===== src/rtl/store_buffer.sv =====
// Posted-write FIFO between the CPU memory port and dmem. Stores retire in one cycle
// and drain to dmem when the port is idle; loads snoop the queue for the youngest match.
module store_buffer #(
  parameter int DEPTH  = 4,
  parameter int ADDR_W = 20,
  parameter int DATA_W = 32
) (
  input  logic                     clk,
  input  logic                     reset,
  input  logic                     st_valid,
  output logic                     st_ready,
  input  logic [ADDR_W-1:0]        st_addr,
  input  logic [DATA_W-1:0]        st_data,
  input  logic [ADDR_W-1:0]        ld_addr,
  output logic                     ld_hit,
  output logic [DATA_W-1:0]        ld_data,
  input  logic                     mem_busy,
  output logic                     mem_we,
  output logic [ADDR_W-1:0]        mem_adr,
  output logic [DATA_W-1:0]        mem_wdata,
  output logic                     empty,
  output logic [$clog2(DEPTH):0]   count
);

  localparam int PTR_W = $clog2(DEPTH);
  localparam int CNT_W = PTR_W + 1;

  logic [ADDR_W-1:0] addr_q  [DEPTH];
  logic [DATA_W-1:0] data_q  [DEPTH];
  logic [DEPTH-1:0]  valid_q;
  logic [PTR_W-1:0]  head_q, tail_q;
  logic [CNT_W-1:0]  count_q;

  logic push, pop;

  // Outputs that would otherwise read as "ready" from a zeroed counter are gated by reset.
  assign empty    = !reset || (count_q == '0);
  assign st_ready = reset && (count_q < CNT_W'(DEPTH));
  assign mem_we   = !empty && !mem_busy;
  assign mem_adr   = empty ? '0 : addr_q[head_q];
  assign mem_wdata = empty ? '0 : data_q[head_q];
  assign count    = count_q;

  assign push = st_valid && st_ready;
  assign pop  = mem_we;

  // Control state: pointers, occupancy and per-entry valid bits.
  always_ff @(posedge clk or negedge reset) begin
    if (!reset) begin
      head_q  <= '0;
      tail_q  <= '0;
      count_q <= '0;
      valid_q <= '0;
    end else begin
      // NOTE: non-blocking assignments let push and pop both read the pre-edge valid_q and pointers.
      if (push) begin
        tail_q          <= tail_q + PTR_W'(1);
        valid_q[tail_q] <= 1'b1;
      end
      if (pop) begin
        head_q          <= head_q + PTR_W'(1);
        valid_q[head_q] <= 1'b0;
      end
      case ({push, pop})
        2'b10:   count_q <= count_q + CNT_W'(1);
        2'b01:   count_q <= count_q - CNT_W'(1);
        default: count_q <= count_q;
      endcase
    end
  end

  // NOTE: entry payload is not reset; valid_q alone decides whether an entry is visible.
  always_ff @(posedge clk) begin
    if (push) begin
      addr_q[tail_q] <= st_addr;
      data_q[tail_q] <= st_data;
    end
  end

  // Snoop walks oldest to youngest so the last match (closest to tail) wins.
  always_comb begin
    logic [PTR_W-1:0] idx;
    // NOTE: defaults first so every path assigns ld_hit/ld_data and no latch is inferred.
    ld_hit  = 1'b0;
    ld_data = '0;
    idx     = '0;
    for (int i = 0; i < DEPTH; i++) begin
      idx = head_q + PTR_W'(i);
      if (valid_q[idx] && (addr_q[idx] == ld_addr)) begin
        ld_hit  = 1'b1;
        ld_data = data_q[idx];
      end
    end
  end

endmodule


===== config.mk =====
export PLATFORM = sky130hd
export DESIGN_NAME = store_buffer
export DESIGN_NICKNAME = d
export VERILOG_FILES = /design/src/rtl/store_buffer.sv
export SDC_FILE = /design/constraint.sdc
export NUM_CORES = 1
export LEC_CHECK = 0
export ABC_CLOCK_PERIOD_IN_PS = 5300
export CORE_UTILIZATION = 30
export DETAILED_ROUTE_END_ITERATION = 16
export DONT_BUFFER_PORTS = 1
export GPL_TIMING_DRIVEN = 0
export PLACE_DENSITY = 0.41
export SLEW_MARGIN = 10
export SYNTH_ARGS = -nofsm -noshare
export SYNTH_HDL_FRONTEND = slang
export SYNTH_SLANG_ARGS = --single-unit

===== constraint.sdc =====
create_clock -name clk -period 5.3 [get_ports clk]
set_input_delay 0.795 -clock clk [delete_from_list [all_inputs] [get_ports clk]]
set_output_delay 0.795 -clock clk [all_outputs]
set_load 0.01 [all_outputs]

# [After elaboration in Yosys (flattened, before gate mapping)]
# Memories as Yosys holds them, arrays and structs flattened.
# Cells that the tools add are included.
[word_totals] n_memories=2 elab_cells=71 reg_bits=11 input_bits=76 mem_bits_rw=208
[mem_list] name="data_q" words=4 word_bits=32 rd=4 rd_clocked_by_memory_dff=0 write_ports=1 line="29" source="logic [DATA_W-1:0] data_q [DEPTH];"
[mem_list] name="addr_q" words=4 word_bits=20 rd=4 rd_clocked_by_memory_dff=0 write_ports=1 line="28" source="logic [ADDR_W-1:0] addr_q [DEPTH];"
[op_classes] muxes=27 n_lt_le_gt_ge=8 n_eq_ne=6 bitwise=3 n_reduce_logical=15 n_addsub=6
[ops] op="2-to-1 mux 32 bit" n=5
[ops] op="equality test 20 bit" n=4
[ops] op="2-to-1 mux 20 bit" n=1
[ops] op="less-than comparator 2 x 3 -> 1 bit, second input constant" n=5
[ops] op="2-to-1 mux 1 bit" n=12
[ops] op="logical AND 1 bit" n=9
[ops] op="binary-select mux 1 bit (select 2 bit)" n=4
[ops] op="2-to-1 mux 4 bit" n=2
[ops] op="one-hot mux 3 bit (2 select lines)" n=1
[ops] op="adder 2 x 1 -> 2 bit, second input constant" n=2
[ops] op="adder 2 bit, second input constant" n=2
[ops] op="bitwise AND 4 bit" n=1
[ops] op="demux 1 bit (select 2 bit)" n=2
[ops] op=">= comparator 2 x 1 -> 1 bit, second input constant" n=2
[ops] op="inverter 4 bit" n=1
[ops] op="bitwise OR 4 bit" n=1
[ops] op="adder 3 x 1 -> 3 bit, second input constant" n=1
[ops] op="logical NOT 1 bit" n=3
[ops] op="logical NOT 3 bit" n=1
[ops] op="less-than comparator 3 bit, second input constant" n=1
[ops] op="subtractor 3 x 1 -> 3 bit, second input constant" n=1
[ops] op="equality test 2 x 1 -> 1 bit, second input constant" n=1
[ops] op="equality test 2 bit, second input constant" n=1
[ops] op="nonzero test 2 bit" n=1
[ops] op="logical OR 1 bit" n=1

# [Logic depth before layout (Yosys ltp)]
[logic_depth] depth_word=8 mapped_depth=18 depth_no_buf=9

# [Least setup slack after synthesis]
# OpenSTA, ideal clock, no wires.
[synth_timing] kind="register -> output" from="register head_q[0]" to="output port ld_data[0]" path_buffers=8 path_stages_with_launch=18 arrival_time_ns=3.851 required_ns=4.505 setup_slack_ns=0.654 cell_sequence="dfrtp_1 -> buf_4 -> buf_6 -> inv_1 -> clkbuf_1 -> buf_1 -> ha_1 -> buf_4 -> buf_6 -> buf_2 -> mux4_2 -> xnor2_1 -> nand3_1 -> nor4_1 -> and2_1 -> nand3b_1 -> buf_2 -> o221a_2"
[synth_via] elab_chain_len=7 elab_cells_between_ends=25
[synth_lines] item="start, declared" line="31" source="logic [PTR_W-1:0] head_q, tail_q;"
[synth_lines] item="start signal, assigned" line="61" source="head_q <= head_q + PTR_W'(1);"
[synth_lines] item="adder 2 x 1 -> 2 bit (tied with other cells)" line="88" source="idx = head_q + PTR_W'(i);"
[synth_lines] item="memory read (4 x 20 bit) (tied with other cells)"
[synth_lines] item="equality test 20 bit (tied with other cells)" line="89" source="if (valid_q[idx] && (addr_q[idx] == ld_addr)) begin"
[synth_lines] item="logical AND 1 bit / 2-to-1 mux 32 bit (equally long branches)" line="89"
[synth_lines] item="2-to-1 mux 32 bit (2 in a row)" line="89"
[synth_lines] item="2-to-1 mux 32 bit (*)" line="89"
[synth_lines] item="end, declared" line="16" source="output logic [DATA_W-1:0] ld_data,"
# Every way passes the cells marked *; elsewhere a longest branch is shown, timed or not. The select of a mux whose other input is x is not followed.

# [Worst setup path in the final report]
[layout_timing] from="register head_q[0]" to="output port mem_adr[15]"
[layout_via] elab_chain_len=2
[layout_lines] item="memory read (4 x 20 bit)"
[layout_lines] item="2-to-1 mux 20 bit" line="40" source="assign mem_adr = empty ? '0 : addr_q[head_q];"
[layout_lines] item="end, declared" line="19" source="output logic [ADDR_W-1:0] mem_adr,"
# Every way passes these cells.

==> metrics.md <==
| Metric | Value |
|---|---|
| Synth Net Count | 1056 |
| Critical path startpoint | head_q[0] |
| CP Capture Type | output port |
| Area grow syn2layout | 19.9% |
| Worst-path clk slew | 60 ps |
| Dpl cells | 1639 |
| Full die area | 0.0502 mm^2 |
| Worst Max-Slew Pin Slew | 1010 ps |
| Drt via density | 5.59 |
| Post-DRT Antenna Nets | 0 |
| Worst setup margin | 130 ps |
| Final non-filler cell total | 1720 |
| Worst Setup Path Type | reg2out |
| Status | completed |
| CTS root buffer | clkbuf_16 |
| Std-Cell Rows | 81 |
| Worst-case clock buffer depth | 3 |
| Slowest CP cell | a211oi_1 |
| Via count | 9620 |
| Vias in the first global route | 10125 |
| # setup viols final | 0 |
| Detailed-route DRC error count | 0 |
| CP Launch Type | flop |
| Max_slew headroom | 32.4% |
| Io pins | 167 |
| Final Max Tran Viols | 0 |
| Final Cell Area | 0.0178 mm^2 |
| Tot Pwr | 10.0 mW |
| Leak pwr | 5.71 nW |
| Routed wire length | 50.6 mm |
| Syn Area/Cell | 15.3 um^2 |
| Post-synthesis sequential area ratio | 44.0% |
| FF-to-FF path depth | 13 |
| Clk_skew | 18.3 ps |
| Period Utilization, post-route | 97.5% |
| Main synth FF type | edfxtp_1 |
| Top cell type's share of synthesized area | 42.2% |
| PwrDens | 565 mW/mm^2 |
| Synth area leaders | edfxtp_1 42%, mux4_2 28%, xnor2_1 3.8%, mux2i_1 3.0%, o221a_2 2.4% |
| Initial antenna violation count | 3 |
| Reg2reg start | head_q[1] |
| Comb pwr share | 58.0% |
| GR Util All Layers | 20.2% |
| Sw Share | 38.2% |
| Clock Latency Late Sink | 590 ps |
| Clock sink count | 219 |
| Worst slack at placement | -1710 ps |
| Maxcap violations | 0 |
| Final min period | 5170 ps |
| Port Buf Inserts | 0 |
| Core area | 0.0488 mm^2 |
| Number of synthesized flops with an enable pin | 208 |
| RD Place Congestion | 0.850 |
| Max incr delay on CP | 720 ps |
| Chip height | 224 um |
| Peak VDD IR | 219 uV |
| Fraction of layout cells with a size suffix above 1 | 37.9% |
| RSZ-0062 raised after global routing | yes |
| H-tree Lvls | 1 |
| Worst EP required | 4510 ps |
| Sum Neg Setup Slack | 0 ps |
| Clock power frac | 19.9% |
| Initial DRT Pass Iterations | 5 |
| Largest net degree at the start of global routing | 41 |
| Yosys reg bits | 219 |
| WHS | 299 ps |
| Cells after Synth | 970 |
| Cell Area, Placed | 0.0158 mm^2 |
| Sequential power share | 22.2% |
| Library cells used by synthesis | 47 |
| NumNets Final | 1119 |
| Commonest cells in the netlist | 208 x edfxtp_1, 186 x mux4_2, 64 x xnor2_1 |
| Clock tree from TritonCTS | yes |
| Final hold vios | 0 |
| Hold Crit Class | in2reg |
| Final core occ | 36.3% |
| Worst hold start | st_data[29] |
| First-pass GRT wire length | 73.1 mm |
| CP Max Fanout | 10 |
| P_int | 6.20 mW |
| Drt wl/cell | 29.4 um |
| Highest clock rate | 0.193 GHz |
| Starting Density | 30.3% |
| Hold Path Stages | 0 |
| Area leader, netlist | edfxtp_1 |
| Most frequent cell after synthesis | edfxtp_1 |
| Inserted Clock Buffers | 29 |
| Asr flop ratio synth | 5.02% |
| Yosys warning total | 0 |
| Grt ovf | 0 |
| DR iter-0 viols | 767 |
| Net switching power | 3.83 mW |
| Crit-path cells | buf_8, buf_12, buf_4, buf_4, buf_2, buf_2, clkbuf_1, clkbuf_1, a211oi_1, a211oi_1 |
| DPL Wire Length | 35.2 mm |
| Die Wd | 224 um |
| Synth Cell Area | 0.0148 mm^2 |
| CP Data Arrival Time | 4370 ps |
worst max-delay path, delay by kind of cell (launching register included):
kind	cells	cell delay, ps
flops	1	370
buf+inv	8	2560
compound gates	2	830
per-layer routing:
metal | track usage [%] | part of all wire [%]
met1 | 26.9 | 42
met2 | 31.9 | 47
met3 | 6.35 | 8.5
met4 | 4.68 | 1.7
met5 | 0 | 0.045
power groups by stage:
stage          registers [mW]  clock network [mW]  logic (mW)
2_1_floorplan            2.20                   0        3.98
3_5_place_dp             2.25                   0        5.32
3_3_place_gp             2.27                   0        5.31
5_1_grt                  2.24                2.10        6.20
6_report                 2.23                1.99        5.81
4_1_cts                  2.22                2.04        5.85
kinds of logic (layout without fill, tap and decap cells):
logic type | count (synthesis) | count (layout) | share of synthesized area, %
adder cells (fa/ha/maj) | 10 | 10 | 0.896
AO/OA/AOI/OAI | 116 | 116 | 6.18
AND/OR/NAND/NOR | 168 | 168 | 7.82
flip-flops | 219 | 219 | 44.0
XOR/XNOR | 92 | 92 | 5.44
other | 0 | 1 | 0
multiplexers | 233 | 233 | 31.5
buffers and inverters | 132 | 217 | 4.13
flip-flops by register name, summed over array words and instances, names as in the netlist:
name and cells:
addr_q 80, head_q 2, count 3, valid_q 4, tail_q 2, data_q 128
path summary, 6_finish.rpt:
kind | slack (ps) | to
max | 130 | mem_adr[15]
min | 300 | data_q[0][29]
max reg2reg | 2120 | head_q[1]
min reg2reg | 630 | valid_q[0]
max in group asynchronous | 4180 | valid_q[0]
min in group asynchronous | 680 | count[2]
cells in the final DEF (no fill, tap or decap), drive strengths merged, types with 2 or more instances in the layout:
| cell | instances |
|---|---|
| mux2 | 2 |
| and2 | 13 |
| nor4 | 3 |
| xor2 | 28 |
| a2bb2oi | 7 |
| nor2 | 2 |
| clkinv | 8 |
| o221a | 32 |
| ha | 9 |
| a211oi | 15 |
| nand2 | 7 |
| inv | 41 |
| a2111oi | 2 |
| nor3b | 32 |
| and3 | 6 |
| o211ai | 3 |
| xnor2 | 64 |
| nand3 | 12 |
| edfxtp | 208 |
| a221oi | 3 |
| o21ai | 38 |
| clkbuf | 71 |
| buf | 93 |
| dfrtp | 11 |
| a22oi | 2 |
| nand2b | 32 |
| a21oi | 3 |
| nor2b | 44 |
| a311oi | 2 |
| o22ai | 4 |
| nand4 | 14 |
| bufinv | 3 |
| mux2i | 45 |
| mux4 | 186 |
layout make-up:
type	count	area, um^2
fill	4717	31100
multi-input combinational	619	8150
sequential	219	6520
tap	664	831
clock buffer	41	821
buffer	91	694
timing repair buffer	33	433
clock inverter	12	150
inverter	40	150
antenna	1	2.50
repair_timing:
item | in CTS | in global routing
gates resized for setup | 123 | 32
setup endpoints to repair | 33 | 31
hold endpoints to repair | 11 | 0
setup buffers | 23 | 3
pin swaps | 25 | 12
hold buffers | 1 | 0
cloned | 1 | 0
No activity file was read; power rests on OpenSTA's default activity.
